File: config.mk
export PLATFORM = sky130hd
export DESIGN_NAME = rdma_framer
export DESIGN_NICKNAME = d
export VERILOG_FILES = /design/src/rtl/rdma_framer.sv
export SDC_FILE = /design/constraint.sdc
export NUM_CORES = 1
export LEC_CHECK = 0
export BUFFER_PORTS_ARGS = -buffer_cell sky130_fd_sc_hd__buf_2
export CAP_MARGIN = 20
export CORE_AREA = 2 2 505 507
export DETAILED_ROUTE_END_ITERATION = 8
export DIE_AREA = 0 0 507 509
export REMOVE_ABC_BUFFERS = 1
export SLEW_MARGIN = 20
export SYNTH_ARGS = -nofsm -noshare
export SYNTH_HDL_FRONTEND = slang
export SYNTH_SLANG_ARGS = --single-unit
File: constraint.sdc
create_clock -name clk -period 2 [get_ports clk]
set_clock_uncertainty 0.2 [all_clocks]
set_input_delay 0.2 -clock clk [delete_from_list [all_inputs] [get_ports clk]]
set_output_delay 0.2 -clock clk [all_outputs]
set_load 0.01 [all_outputs]
File: src/rtl/rdma_framer.sv
// rdma_framer: turns {len, addr} headers plus write-data beats into framed
// AXI-stream packets (one header beat, then exactly len+1 data beats).
// Short bursts are truncated at the upstream TLAST. The excess beats of long
// bursts are drained without being forwarded.
// Build option: define RDMA_FRAMER_STATS_EN to enable PKT_COUNT, ERR_SHORT
// and ERR_LONG. When it is undefined, those ports are tied to zero.
module rdma_framer #(
    parameter int unsigned DATA_WIDTH = 512,
    parameter int unsigned ADDR_WIDTH = 64,
    parameter int unsigned HDR_LEN    = ADDR_WIDTH + 8,
    parameter logic [15:0] MAGIC      = 16'hD1CE
) (
    input  logic                    clk,
    input  logic                    resetn,
    input  logic [HDR_LEN-1:0]      AXIS_HDR_TDATA,
    input  logic                    AXIS_HDR_TVALID,
    output logic                    AXIS_HDR_TREADY,
    input  logic [DATA_WIDTH-1:0]   AXIS_IN_TDATA,
    input  logic [DATA_WIDTH/8-1:0] AXIS_IN_TKEEP,
    input  logic                    AXIS_IN_TLAST,
    input  logic                    AXIS_IN_TVALID,
    output logic                    AXIS_IN_TREADY,
    output logic [DATA_WIDTH-1:0]   AXIS_OUT_TDATA,
    output logic [DATA_WIDTH/8-1:0] AXIS_OUT_TKEEP,
    output logic                    AXIS_OUT_TLAST,
    output logic                    AXIS_OUT_TVALID,
    input  logic                    AXIS_OUT_TREADY,
    output logic [31:0]             PKT_COUNT,
    output logic [15:0]             ERR_SHORT,
    output logic [15:0]             ERR_LONG
);

    localparam int unsigned LEN_W   = 8;
    localparam int unsigned MAGIC_W = 16;

    typedef enum logic [1:0] {
        S_IDLE  = 2'd0,
        S_HDR   = 2'd1,
        S_DATA  = 2'd2,
        S_DRAIN = 2'd3
    } state_e;

    state_e                  state_q, state_d;
    logic [ADDR_WIDTH-1:0]   addr_q, addr_d;
    logic [LEN_W-1:0]        len_q, len_d;
    logic [LEN_W-1:0]        beat_cnt_q, beat_cnt_d;

    logic                    hdr_hs_c;
    logic                    hdr_out_hs_c;
    logic                    data_hs_c;
    logic                    drain_hs_c;
    logic                    pkt_end_c;
    logic [DATA_WIDTH-1:0]   hdr_beat_c;

    // Per-state handshake qualifiers and the assembled header beat
    always_comb begin
        hdr_hs_c     = (state_q == S_IDLE)  && AXIS_HDR_TVALID;
        hdr_out_hs_c = (state_q == S_HDR)   && AXIS_OUT_TREADY;
        data_hs_c    = (state_q == S_DATA)  && AXIS_IN_TVALID && AXIS_OUT_TREADY;
        drain_hs_c   = (state_q == S_DRAIN) && AXIS_IN_TVALID;
        pkt_end_c    = (beat_cnt_q == '0) || AXIS_IN_TLAST;

        hdr_beat_c                            = '0;
        hdr_beat_c[ADDR_WIDTH-1:0]            = addr_q;
        hdr_beat_c[ADDR_WIDTH +: LEN_W]       = len_q;
        hdr_beat_c[ADDR_WIDTH+LEN_W +: MAGIC_W] = MAGIC;
    end

    // State and header/beat-counter registers
    always_ff @(posedge clk) begin
        if (!resetn) begin
            state_q    <= S_IDLE;
            addr_q     <= '0;
            len_q      <= '0;
            beat_cnt_q <= '0;
        end else begin
            state_q    <= state_d;
            addr_q     <= addr_d;
            len_q      <= len_d;
            beat_cnt_q <= beat_cnt_d;
        end
    end

    // Next-state: header capture, beat counting and packet termination
    always_comb begin
        state_d    = state_q;
        addr_d     = addr_q;
        len_d      = len_q;
        beat_cnt_d = beat_cnt_q;
        case (state_q)
            S_IDLE: begin
                if (hdr_hs_c) begin
                    addr_d     = AXIS_HDR_TDATA[ADDR_WIDTH-1:0];
                    len_d      = AXIS_HDR_TDATA[ADDR_WIDTH +: LEN_W];
                    beat_cnt_d = AXIS_HDR_TDATA[ADDR_WIDTH +: LEN_W];
                    state_d    = S_HDR;
                end
            end
            S_HDR: begin
                if (hdr_out_hs_c) begin
                    state_d = S_DATA;
                end
            end
            S_DATA: begin
                if (data_hs_c) begin
                    // Counter holds at zero instead of wrapping
                    if (beat_cnt_q != '0) begin
                        beat_cnt_d = beat_cnt_q - LEN_W'(1);
                    end
                    if (AXIS_IN_TLAST) begin
                        state_d = S_IDLE;
                    end else if (beat_cnt_q == '0) begin
                        state_d = S_DRAIN;
                    end
                end
            end
            S_DRAIN: begin
                if (drain_hs_c && AXIS_IN_TLAST) begin
                    state_d = S_IDLE;
                end
            end
            default: state_d = S_IDLE;
        endcase
    end

    // Outputs: header beat from registers, data beats passed straight through
    always_comb begin
        AXIS_HDR_TREADY = 1'b0;
        AXIS_IN_TREADY  = 1'b0;
        AXIS_OUT_TVALID = 1'b0;
        AXIS_OUT_TDATA  = '0;
        AXIS_OUT_TKEEP  = '0;
        AXIS_OUT_TLAST  = 1'b0;
        case (state_q)
            S_IDLE: begin
                AXIS_HDR_TREADY = 1'b1;
            end
            S_HDR: begin
                AXIS_OUT_TVALID = 1'b1;
                AXIS_OUT_TDATA  = hdr_beat_c;
                AXIS_OUT_TKEEP  = '1;
            end
            S_DATA: begin
                AXIS_OUT_TVALID = AXIS_IN_TVALID;
                AXIS_OUT_TDATA  = AXIS_IN_TDATA;
                AXIS_OUT_TKEEP  = AXIS_IN_TKEEP;
                AXIS_OUT_TLAST  = pkt_end_c;
                AXIS_IN_TREADY  = AXIS_OUT_TREADY;
            end
            S_DRAIN: begin
                AXIS_IN_TREADY = 1'b1;
            end
            default: ;
        endcase
        // Hold every handshake low while reset is asserted
        if (!resetn) begin
            AXIS_HDR_TREADY = 1'b0;
            AXIS_IN_TREADY  = 1'b0;
            AXIS_OUT_TVALID = 1'b0;
        end
    end

`ifdef RDMA_FRAMER_STATS_EN
    logic [31:0] pkt_count_q, pkt_count_d;
    logic [15:0] err_short_q, err_short_d;
    logic [15:0] err_long_q,  err_long_d;

    // Packet count wraps; error counts saturate
    always_comb begin
        pkt_count_d = pkt_count_q;
        err_short_d = err_short_q;
        err_long_d  = err_long_q;
        if (data_hs_c && pkt_end_c) begin
            pkt_count_d = pkt_count_q + 32'd1;
        end
        if (data_hs_c && AXIS_IN_TLAST && (beat_cnt_q != '0) && (err_short_q != 16'hFFFF)) begin
            err_short_d = err_short_q + 16'd1;
        end
        if (data_hs_c && !AXIS_IN_TLAST && (beat_cnt_q == '0) && (err_long_q != 16'hFFFF)) begin
            err_long_d = err_long_q + 16'd1;
        end
    end

    // Statistics registers
    always_ff @(posedge clk) begin
        if (!resetn) begin
            pkt_count_q <= '0;
            err_short_q <= '0;
            err_long_q  <= '0;
        end else begin
            pkt_count_q <= pkt_count_d;
            err_short_q <= err_short_d;
            err_long_q  <= err_long_d;
        end
    end

    assign PKT_COUNT = pkt_count_q;
    assign ERR_SHORT = err_short_q;
    assign ERR_LONG  = err_long_q;
`else
    assign PKT_COUNT = '0;
    assign ERR_SHORT = '0;
    assign ERR_LONG  = '0;
`endif

endmodule

Word level (Yosys, flattened, before mapping). Cells that the tools add are included.

Register bits after elaboration: 82. Output and inout port bits: 644. Word-level logic and storage cells: 48.

Add/subtract/negate cells: 1. Equality and inequality tests: 9. Muxes and demuxes: 20. Reduce and logical (&&, ||, !) cells: 14.

Operators with widths (count): $pmux W512 S2 (1); $pmux W64 S2 (1); $mux W8 (3); $pmux W8 S2 (1); $mux W2 (6); $logic_not A8 Y1 (1); $pmux W2 S4 (1); $reduce_bool A8 Y1 (1); $sub A8 B1 Y8 const B (1); $logic_and A1 B1 Y1 (6); $ne A2 B2 Y1 const B (3); $mux W1 (5); $reduce_and A5 Y1 (1); $eq A2 B2 Y1 const B (2); $ne A2 B1 Y1 const B (2); $pmux W1 S2 (2); $reduce_and A4 Y1 (1); $ne A3 B2 Y1 const B (1); $eq A2 B1 Y1 const B (1); $logic_not A2 Y1 (1); $reduce_and A2 Y1 (1); $reduce_bool A2 Y1 (1); $logic_or A1 B1 Y1 (1).

Logic depth before layout (Yosys ltp). Gate-level depths: netlist of the first run.

Depth after elaboration: 5. Mapped depth: 8. Depth with buffers taken out: 6.

Worst setup path after synthesis of the first run. OpenSTA, ideal clock, no wires.

Path type: reg-to-reg. Start point: register beat_cnt_q[0]. End point: register beat_cnt_q[0]. Library setup time: 0.122 ns. Data arrival time: 1.727 ns. Path slack: -0.049 ns. Stages on the path, launching flop included: 9. Path buffers: 2. Period minus slack after synthesis: 2.049 ns. Cells stage by stage: dfxtp_1 > inv_1 > ha_1 > nor4b_2 > and3_1 > buf_4 > or2_1 > buf_4 > o311a_1.

Word-level cells in the longest chain between the ends: 4.

RTL lines: from (decl) (RTL line 46) `logic [LEN_W-1:0] beat_cnt_q, beat_cnt_d;`; from (signal assigned) (RTL line 80) `beat_cnt_q <= beat_cnt_d;`; $sub A8 B1 Y8 (RTL line 108) `beat_cnt_d = beat_cnt_q - LEN_W'(1);`; $mux W8 (RTL line 107) `if (beat_cnt_q != '0) begin`; $mux W8 (RTL line 105) `if (data_hs_c) begin`; $pmux W8 S2 (RTL line 90) `case (state_q)`.

Several ways; a longest one is shown, not always the timed one. The select of a mux whose other input is x is not followed. A chain may end at the register's enable or synchronous reset.

Worst setup path after layout of the first run.
Start point: register state_q[0]. End point: output AXIS_OUT_TDATA[24].

Word-level cells in the longest chain between the ends: 2.

RTL lines: from (decl) (RTL line 43) `state_e state_q, state_d;`; from (signal assigned) (RTL line 77) `state_q <= state_d;`; $eq A2 B2 Y1 or $eq A2 B1 Y1 (tied branches) (RTL line 134) `case (state_q)`; $pmux W512 S2 (*) (RTL line 134); to (decl) (RTL line 23) `output logic [DATA_WIDTH-1:0] AXIS_OUT_TDATA,`.

Mark *: on every way between the ends. The rest lies on a longest branch, timed or not.

==> impl.org, run 1 <==
** Run status
- Status :: complete, but fails checks
- Violated checks :: setup timing

** Yosys
- Most used standard cells in the synthesized netlist :: 434 x sky130_fd_sc_hd__and2_1, 152 x sky130_fd_sc_hd__a21oi_1, 151 x sky130_fd_sc_hd__nand2_1, 146 x sky130_fd_sc_hd__nor2b_1, 115 x sky130_fd_sc_hd__clkbuf_1
- The most used flip-flop cell after synthesis is sky130_fd_sc_hd__dfxtp_1.
- Count of flip-flops with a built-in enable after synthesis :: 0
- Yosys reg bits :: 82
- Yosys instantiated no cell more often than sky130_fd_sc_hd__and2_1.
- In this run, distinct cell masters in the synthesized netlist total 44.
- The synthesized netlist occupies a cell area of around 0.0086 mm2.
- Post-synth ARST share :: 0%
- The largest total area in the synthesized netlist belongs to sky130_fd_sc_hd__and2_1.
- A synthesized cell averages around 6.6 um2.
- Sequential fraction of the synthesis area :: 19.2%
- For this run, the number of Yosys warnings is 0.
- Counting every instance in the synthesized netlist gives 1290.
- Cell types with the largest area share after synthesis :: sky130_fd_sc_hd__and2_1 32%, sky130_fd_sc_hd__dfxtp_1 19%, sky130_fd_sc_hd__nor2b_1 11%, sky130_fd_sc_hd__a21oi_1 8.9%, sky130_fd_sc_hd__nand2_1 6.6%
- Of the post-synthesis cell area, the dominant cell type holds 31.7%.

** Route
- Length of routed met2 wiring :: ~110000 um
- Wire segments on met3 add up to about 32000 um in the final route.
- Antenna Violating Nets Remaining :: 0
- The final route contains around 16000 vias.
- After the first detailed-routing iteration, the DRC count stood at 1139.
- Aggregate routed wire length :: 245000 um
- 1st-pass router iterations :: 5
- The highest layer touched by signal routing is met5.
- DRC :: 0
- Dividing the detail-routed wire length by the instance count gives 40.2 um.
- After detailed routing, the number of vias per cell comes to around 2.7.
- The detailed router put a total of 91100 um of wire on met1.

** Floorplan
- After floorplanning, the core was sized to cover 0.253 mm2.
- Initial cell density of the core :: 3.39%
- Die height :: 509 um
- Boundary Pins :: 1298
- The die covers 0.258 mm2.
- Die outline width :: 507 um
- Std cell rows :: ~190

** STA
- The number of max-slew violations in the final report was 0.
- Post-route clock period utilization :: 132%
- Setup-failing EPs final :: around 590
- Highest Clock Rate :: 0.379 GHz
- In the post-route analysis, the smallest setup slack over all paths is -0.635 ns.
- Minimum clock period :: 2.64 ns
- Unrepaired setup endpoints after global routing :: yes
- Measured against its own limit, the worst slew margin works out to between 50 and 60%.
- For the pin with the worst max-slew slack, the measured transition is ~0.64 ns.
- The final hold violation count was 0.
- Fin Setup TNS :: -235.60 ns

** Global routing
- Number of antenna violations at the first check in global routing :: between 200 and 300
- Global routing used 18.0% of the available tracks across all layers.
- The via count of the first global-routing pass is between 10000 and 15000.
- The first global-routing pass estimated about 270000 um of wire.
- Pin count of the biggest net entering global routing :: 60
- The total overflow left after global routing is 0.

** Min path
- Path category of the worst min-delay check :: primary input to flip-flop
- Along the worst hold path, the cell count comes to 2.

** Cells and area
- Of the cells placed in the final design, the portion with a size suffix greater than 1 is 61.5%.
- After the last flow step, the layout net total stands at 3338.
- Compared with the post-synthesis result, the final layout area differs by 200%.

** Setup path
- Critical Path Most Common Cell :: sky130_fd_sc_hd__buf_12
- Required time at the endpoint of the critical path :: 1.60 ns
- Worst Setup End Kind :: output pin
- In this run the number of cells on the critical path is 7.
- Maximum cell stage delay along the critical path :: 0.54 ns
- The number of buffers and inverters on the critical path is 4.
- For the worst setup path, the data arrival time is 2.24 ns.
- CP startpoint kind :: flip-flop
- Cell with the largest stage delay on the worst path :: sky130_fd_sc_hd__a22oi_2
- Category of the most critical setup path :: flip-flop to output pin
- For the worst flop-to-flop path, the logic depth is 8.
- Along the worst path, the maximum fanout reaches 5.
- Crit path max-delay family :: buffers and inverters
- CP cell instances :: buf_6 -> ha_4 -> buf_12 -> buf_16 -> a22oi_2 -> nor2b_2 -> buf_12

** Pwr
- Across the VDD grid, the largest voltage drop is 1040 uV.
- In this run the static leakage power is 11.2 nW.
- In this run the power density over the cells is 1060 mW/mm2.
- The design draws 0.0273 W.

** Clock tree
- TritonCTS built the clock tree.
- The number of clock buffers added by TritonCTS is 9.
- H-tree levels :: 3
- Number of sinks driven by the clock tree :: between 80 and 90
- Clock latency of the later-clocked register in the worst-skew pair :: 0.41 ns
- The tree is rooted in a sky130_fd_sc_hd__clkbuf_16.
- After clock tree synthesis, the clock-pin slew on the worst setup and hold paths is 0.08 ns.
- The clock passes through at most 2 buffers.

** Placed design
- The count of buffers added on input and output ports is 1233.
- Before CTS, the worst setup slack after placement is -0.820 ns.
- Weighted congestion at the end of routability-driven global placement :: between 0.9 and 1
- Detailed placement ended at an HPWL of 223000 um.

** Run
- Across the run, the number of max-cap violations was 0.
==> final cells by class <==
type / count / area (um2)
Fill cell: 29600 / 227000
Timing Repair Buffer: 1504 / 12200
Multi-Input combinational cell: 1075 / 7170
Tap cell: 3366 / 4210
Sequential cell: 82 / 1650
Clock buffer: 9 / 225
Antenna cell: 38 / 95.1
Clock inverter: 7 / 71.3
Inverter: 7 / 28.8
==> routing by layer <==
layer / up-vias / global-route usage, %
met5: - / 0
met2: 1522 / 30.1
met3: 553 / 10.2
li1: 6846 / -
met4: 70 / 3.23
met1: 7470 / 19.9
==> timing repair <==
item	4_1_cts	5_1_grt
hold buffers	73	0
endpoints found under the setup margin	594	612
gates resized for setup	250	294
cloned	19	9
pin swaps	30	27
endpoints found under the hold margin	78	0
setup buffers	25	18
==> per-stage QoR <==
step                instances  instance area (um2)  hold slack (ns)  util [%]
finish                   6088                25700           0.0608      10.2
detailed placement       5898                21600            0.247      8.54
global route             6078                25700           0.0390      10.2
floorplan                1164                 7850            0.131         -
global placement         5898                21600            0.242      8.54
CTS                      6030                24300          0.00103      9.62
==> power breakdown <==
part	switching [W]	total (W)	internal (W)
Clock	0.00103	0.00191	0.000878
Sequential	0.000292	0.00228	0.00198
Combinational	0.0126	0.0231	0.0105
Total	0.0139	0.0273	0.0134
==> logic make-up after synthesis <==
group,synth area share [%]
AO/OA/AOI/OAI,17.8
adder cells (fa/ha/maj),0.730
buffers and inverters,11.5
flip-flops,19.2
multiplexers,0.234
other,0.0437
AND/OR/NAND/NOR,50.6
==> registers in the layout (all words and copies together) (netlist names) <==
signal,count
addr_q,64
state_q,2
beat_cnt_q,8
len_q,8
==> worst register-to-register path, stage by stage (launching register included) <==
cell and delay (ns):
sky130_fd_sc_hd__dfxtp_4 0.36, sky130_fd_sc_hd__inv_2 0.08, sky130_fd_sc_hd__ha_4 0.26, sky130_fd_sc_hd__buf_12 0.17, sky130_fd_sc_hd__buf_6 0.16, sky130_fd_sc_hd__o211ai_1 0.18
sky130_fd_sc_hd__buf_4 0.20, sky130_fd_sc_hd__o311ai_0 0.34, sky130_fd_sc_hd__o31ai_1 0.12
==> worst paths after layout <==
| kind | to | start | slack [ns] |
|---|---|---|---|
| setup / recovery | AXIS_OUT_TDATA[24] | state_q[0] | -0.64 |
| hold / removal | state_q[0] | resetn | 0.06 |
| setup reg to reg | beat_cnt_q[2] | state_q[0] | -0.19 |
| hold reg to reg | len_q[6] | len_q[6] | 0.26 |
==> layout by cell type, fill, tap and decap left out, types with 3 or more instances in the layout <==
cell / instances
sky130_fd_sc_hd__and2_1: 389
sky130_fd_sc_hd__dfxtp_1: 80
sky130_fd_sc_hd__dlygate4sd3_1: 73
sky130_fd_sc_hd__nor2b_4: 54
sky130_fd_sc_hd__a21oi_1: 131
sky130_fd_sc_hd__a22oi_2: 51
sky130_fd_sc_hd__buf_2: 989
sky130_fd_sc_hd__nand2_1: 150
sky130_fd_sc_hd__a22oi_1: 22
sky130_fd_sc_hd__inv_1: 3
sky130_fd_sc_hd__nor2_1: 7
sky130_fd_sc_hd__buf_16: 26
sky130_fd_sc_hd__buf_8: 12
sky130_fd_sc_hd__buf_12: 166
sky130_fd_sc_hd__diode_2: 38
sky130_fd_sc_hd__and2_2: 3
sky130_fd_sc_hd__and2_4: 42
sky130_fd_sc_hd__buf_6: 116
sky130_fd_sc_hd__a21oi_4: 6
sky130_fd_sc_hd__o31ai_1: 5
sky130_fd_sc_hd__nor2b_2: 20
sky130_fd_sc_hd__conb_1: 64
sky130_fd_sc_hd__o21a_1: 3
sky130_fd_sc_hd__clkbuf_16: 16
sky130_fd_sc_hd__nor3_1: 3
sky130_fd_sc_hd__a21oi_2: 15
sky130_fd_sc_hd__nor2b_1: 72
sky130_fd_sc_hd__buf_4: 113
sky130_fd_sc_hd__ha_4: 3
No activity file was read; power rests on OpenSTA's default activity.
==> run 2, diff against run 1 <==
--- a/config.mk
+++ b/config.mk
@@ -11,6 +11,7 @@
 export DETAILED_ROUTE_END_ITERATION = 8
 export DIE_AREA = 0 0 507 509
 export REMOVE_ABC_BUFFERS = 1
+export SKIP_LAST_GASP = 1
 export SLEW_MARGIN = 20
 export SYNTH_ARGS = -nofsm -noshare
 export SYNTH_HDL_FRONTEND = slang
==> run 2 against run 1 <==
  * The run still ends with setup timing left
  * Register-to-register slack about the same
  * Setup slack improved by 0.024 ns
  * First-iteration DRC count up 6.6%
  * Die area did not move
  * Combinational power hardly changed
  * Total power is 0.97% lower
  * Sequential power is essentially flat
  * Count of clock-buffer cells in the layout stayed put
  * Critical path type unchanged
  * Critical endpoint is now AXIS_OUT_TKEEP[16]
  * Largest power group unchanged
  * Highest routed layer unchanged
==> impl.org, run 2 (synthesized netlist as in run 1, its figures left out) <==
** Global routing
- The number of antenna violations at the first check in global routing came to 295 (+1.0%).
- The remaining global-route overflow was 0 (unchanged).
- The total track usage is 17.9% (about the same).
- Global-route wire length before repair :: 273000 um (-0.10%)
- The pin count of the biggest net entering global routing was 60 (unchanged).
- The via count of the first global-routing pass is 15000 (-0.20%).

** STA
- Highest Clock Rate :: 0.383 GHz (+0.92%)
- Max-Slew Margin vs Limit :: 59.5% (+2.4 points)
- Number of failing hold endpoints at the final stage :: 0 (unchanged)
- Final slew viol count :: 0 (unchanged)
- The slew of the pin with the lowest slew margin came to 0.608 ns (-0.0362 ns).
- Setup-failing EPs final :: 590 (+0.17%)
- Setup slack after layout :: -0.611 ns (+0.0239 ns)
- Post-route clock period utilization :: 131% (-1.2 points)
- The summed negative setup slack over all endpoints was -258.72 ns (-23.11 ns).
- Unrepaired setup endpoints after global routing :: yes
- Minimum clock period :: 2.61 ns (-0.0239 ns)

** Cells and area
- Commonest non-fill, non-tap cells in the layout :: 1047 x sky130_fd_sc_hd__buf_2, 427 x sky130_fd_sc_hd__and2_1, 168 x sky130_fd_sc_hd__buf_12
- From synthesis to final layout, the design area changed by 194%.
- Final std cells w/o fill :: 6098 (+0.16%)
- Number of flip-flops under the largest register name :: 64 (unchanged)
- Net count reported at finish :: 3341 (+0.090%)
- The fraction of final layout cells with drive strength greater than 1 was 59.2% (-2.3 points).
- Counting flops per register, the top entry is addr_q.
- The library cell used most frequently in the layout, excluding fill and tap cells, is sky130_fd_sc_hd__buf_2.
- Biggest regs :: addr_q x64, beat_cnt_q x8, len_q x8

** Route
- Average routed wire per standard cell :: 40.2 um (about the same)
- DRC violation total after the first TritonRoute iteration :: 1214 (+6.6%)
- 1st-pass router iterations :: 5 (unchanged)
- DRC :: 0 (unchanged)
- Average via count per standard cell :: 2.71 (+0.35%)
- Via total after detailed routing :: 16500 (+0.52%)
- Antenna Violating Nets Remaining :: 0 (unchanged)
- Aggregate routed wire length :: 245000 um (+0.12%)

** Placed design
- Number of buffers added on ports :: 1233 (unchanged)
- The HPWL after detailed placement came to 223000 um (unchanged).
- The total placed cells including tap cells came to 5898 (unchanged).
- Weighted congestion at the end of routability-driven global placement :: 0.985 (unchanged)

** Setup path
- Among all stages on the critical path, the largest delay is contributed by sky130_fd_sc_hd__dfxtp_4.
- The cell family contributing the most delay on the critical path is buffers and inverters.
- Number of logic stages on the critical path including buffering :: 10 (+3)
- The arrival time of the worst setup path was 2.21 ns (-0.03 ns).
- Worst Setup End Kind :: output pin
- CP Max Fanout :: 4 (-1)
- Number of cells traversed by the worst register-to-register path :: 8 (unchanged)
- The count of buffering cells on the critical path with inverters included was 8 (+4).
- Walking the worst path, the cells encountered are inv_2 -> buf_4 -> buf_6 -> ha_4 -> buf_12 -> buf_16 -> buf_12 -> buf_6 -> nor2b_4 -> buf_6.
- The required time at the endpoint of the critical path was 1.60 ns (about the same).
- The critical path is of the flip-flop to output pin type.
- The largest incremental delay on the critical path is 0.37 ns (-0.17 ns).
- The worst setup path is launched from a flip-flop.
- Critical Path Most Common Cell :: sky130_fd_sc_hd__buf_6

** Min path
- Worst hold path stage count :: 2 (unchanged)
- The path class of the tightest hold or removal check is primary input to flip-flop.

** Clock tree
- In this run the clock root is driven by a sky130_fd_sc_hd__clkbuf_16.
- Clock latency of the later-clocked register in the worst-skew pair :: 0.41 ns (about the same)
- The clock transition at the registers of the reported paths is 0.08 ns (about the same).
- The count of clock tree sinks came to 82 (unchanged).
- H-tree levels :: 3 (unchanged)
- The total CTS buffers came to 9 (unchanged).
- The buffer levels on the longest clock path came to 2 (unchanged).
- TritonCTS clock tree :: built

** Floorplan
- Standard cell core area :: 0.253 mm2 (unchanged)
- Std cell rows :: 185 (unchanged)
- Boundary Pins :: 1298 (unchanged)
- The width of the die is 507 um (unchanged).
- Initial cell density of the core :: 3.39% (unchanged)
- The die area was 0.258 mm2 (unchanged).
- Die height :: 509 um (unchanged)

** Pwr
- Comb power frac :: 84.5% (-0.2 points)
- Power share of the clock group :: 7.1% (about the same)
- The switching component of the power is 0.0138 W (-0.41%).
- Leakage Power :: 11.1 nW (-0.89%)
- Switching power share of the total :: 51.1% (+0.29 points)
- The overall power consumption was 0.0270 W (-0.97%).
- The internal power was 0.0132 W (-1.5%).
- The fraction of power consumed by sequential logic came to 8.4% (about the same).
- Largest vdd supply drop :: 919 uV (-11%)
- Total power density per cell area :: 1070 mW/mm2 (+0.99%)

** Run
- Max-Cap Viols :: 0 (unchanged)

** Run status
- Violated checks :: setup timing
- Status :: complete, but fails checks
-- run 2: cell count changes in the layout (fill, tap and decap cells not counted), moves of 12 or more --
| cell | before | now |
|---|---|---|
| sky130_fd_sc_hd__buf_2 | 989 | 1047 |
| sky130_fd_sc_hd__buf_6 | 116 | 62 |
| sky130_fd_sc_hd__and2_1 | 389 | 427 |
| sky130_fd_sc_hd__and2_4 | 42 | 4 |
| sky130_fd_sc_hd__nor2b_1 | 72 | 84 |
| sky130_fd_sc_hd__nor2b_4 | 54 | 42 |
-- run 2: worst register-to-register path, delay by kind of cell (launching register included) --
kind	cells	cell delay, ns
buf+inv	4	0.62
flops	1	0.36
compound gates	3	0.64
fa+ha+maj	1	0.26
-- run 2: stage by stage --
stage / worst slack, ns / cell area [um2] / hold WS, ns / utilization, %
finish: -0.611 / 25200 / 0.0486 / 9.97
global route: -0.695 / 25200 / 0.0389 / 9.95
CTS: -0.698 / 24000 / 0.00103 / 9.50
detailed placement: -0.820 / 21600 / 0.247 / 8.54
global placement: -0.819 / 21600 / 0.242 / 8.54
floorplan: -8.92 / 7850 / 0.131 / -
-- run 2: area by class of cell --
type / count / area, um2
diodes: 45 / 113
clock buffers: 9 / 225
clock inverters: 7 / 71.3
fillers: 29600 / 228000
inverters: 7 / 28.8
multi-input cells: 1075 / 6930
flip-flops and latches: 82 / 1650
well taps: 3366 / 4210
repair buffers: 1507 / 12000
-- run 2: path summary, 6_finish.rpt --
path,start,endpoint,slack (ns)
max reg2reg,state_q[0],beat_cnt_q[2],-0.20
min reg2reg,len_q[6],len_q[6],0.26
min,resetn,state_q[0],0.05
max,state_q[0],AXIS_OUT_TKEEP[16],-0.61
-- run 2: power by group through the flow --
stage	clock network [W]	registers [W]	logic, W
after floorplan	0	0.00214	0.00469
after global placement	0	0.00226	0.0176
after detailed placement	0	0.00226	0.0175
after CTS	0.00202	0.00226	0.0212
after global routing	0.00204	0.00231	0.0241
final	0.00192	0.00227	0.0228
-- run 2: metal layers --
layer | track usage (%) | routed length (um) | vias to the layer above
li1 | - | - | 6868
met1 | 20.0 | 91300 | 7573
met2 | 30.0 | 115000 | 1496
met3 | 9.99 | 31700 | 541
met4 | 3.22 | 6690 | 68
met5 | 0.296 | 574 | -
-- run 2: what timing repair did --
item | in CTS | in global routing
hold endpoints to repair | 78 | 0
gates resized for setup | 143 | 181
hold buffers | 73 | 0
pin swaps | 27 | 12
setup buffers | 25 | 13
endpoints found under the setup margin | 594 | 613
gates cloned | 19 | 15
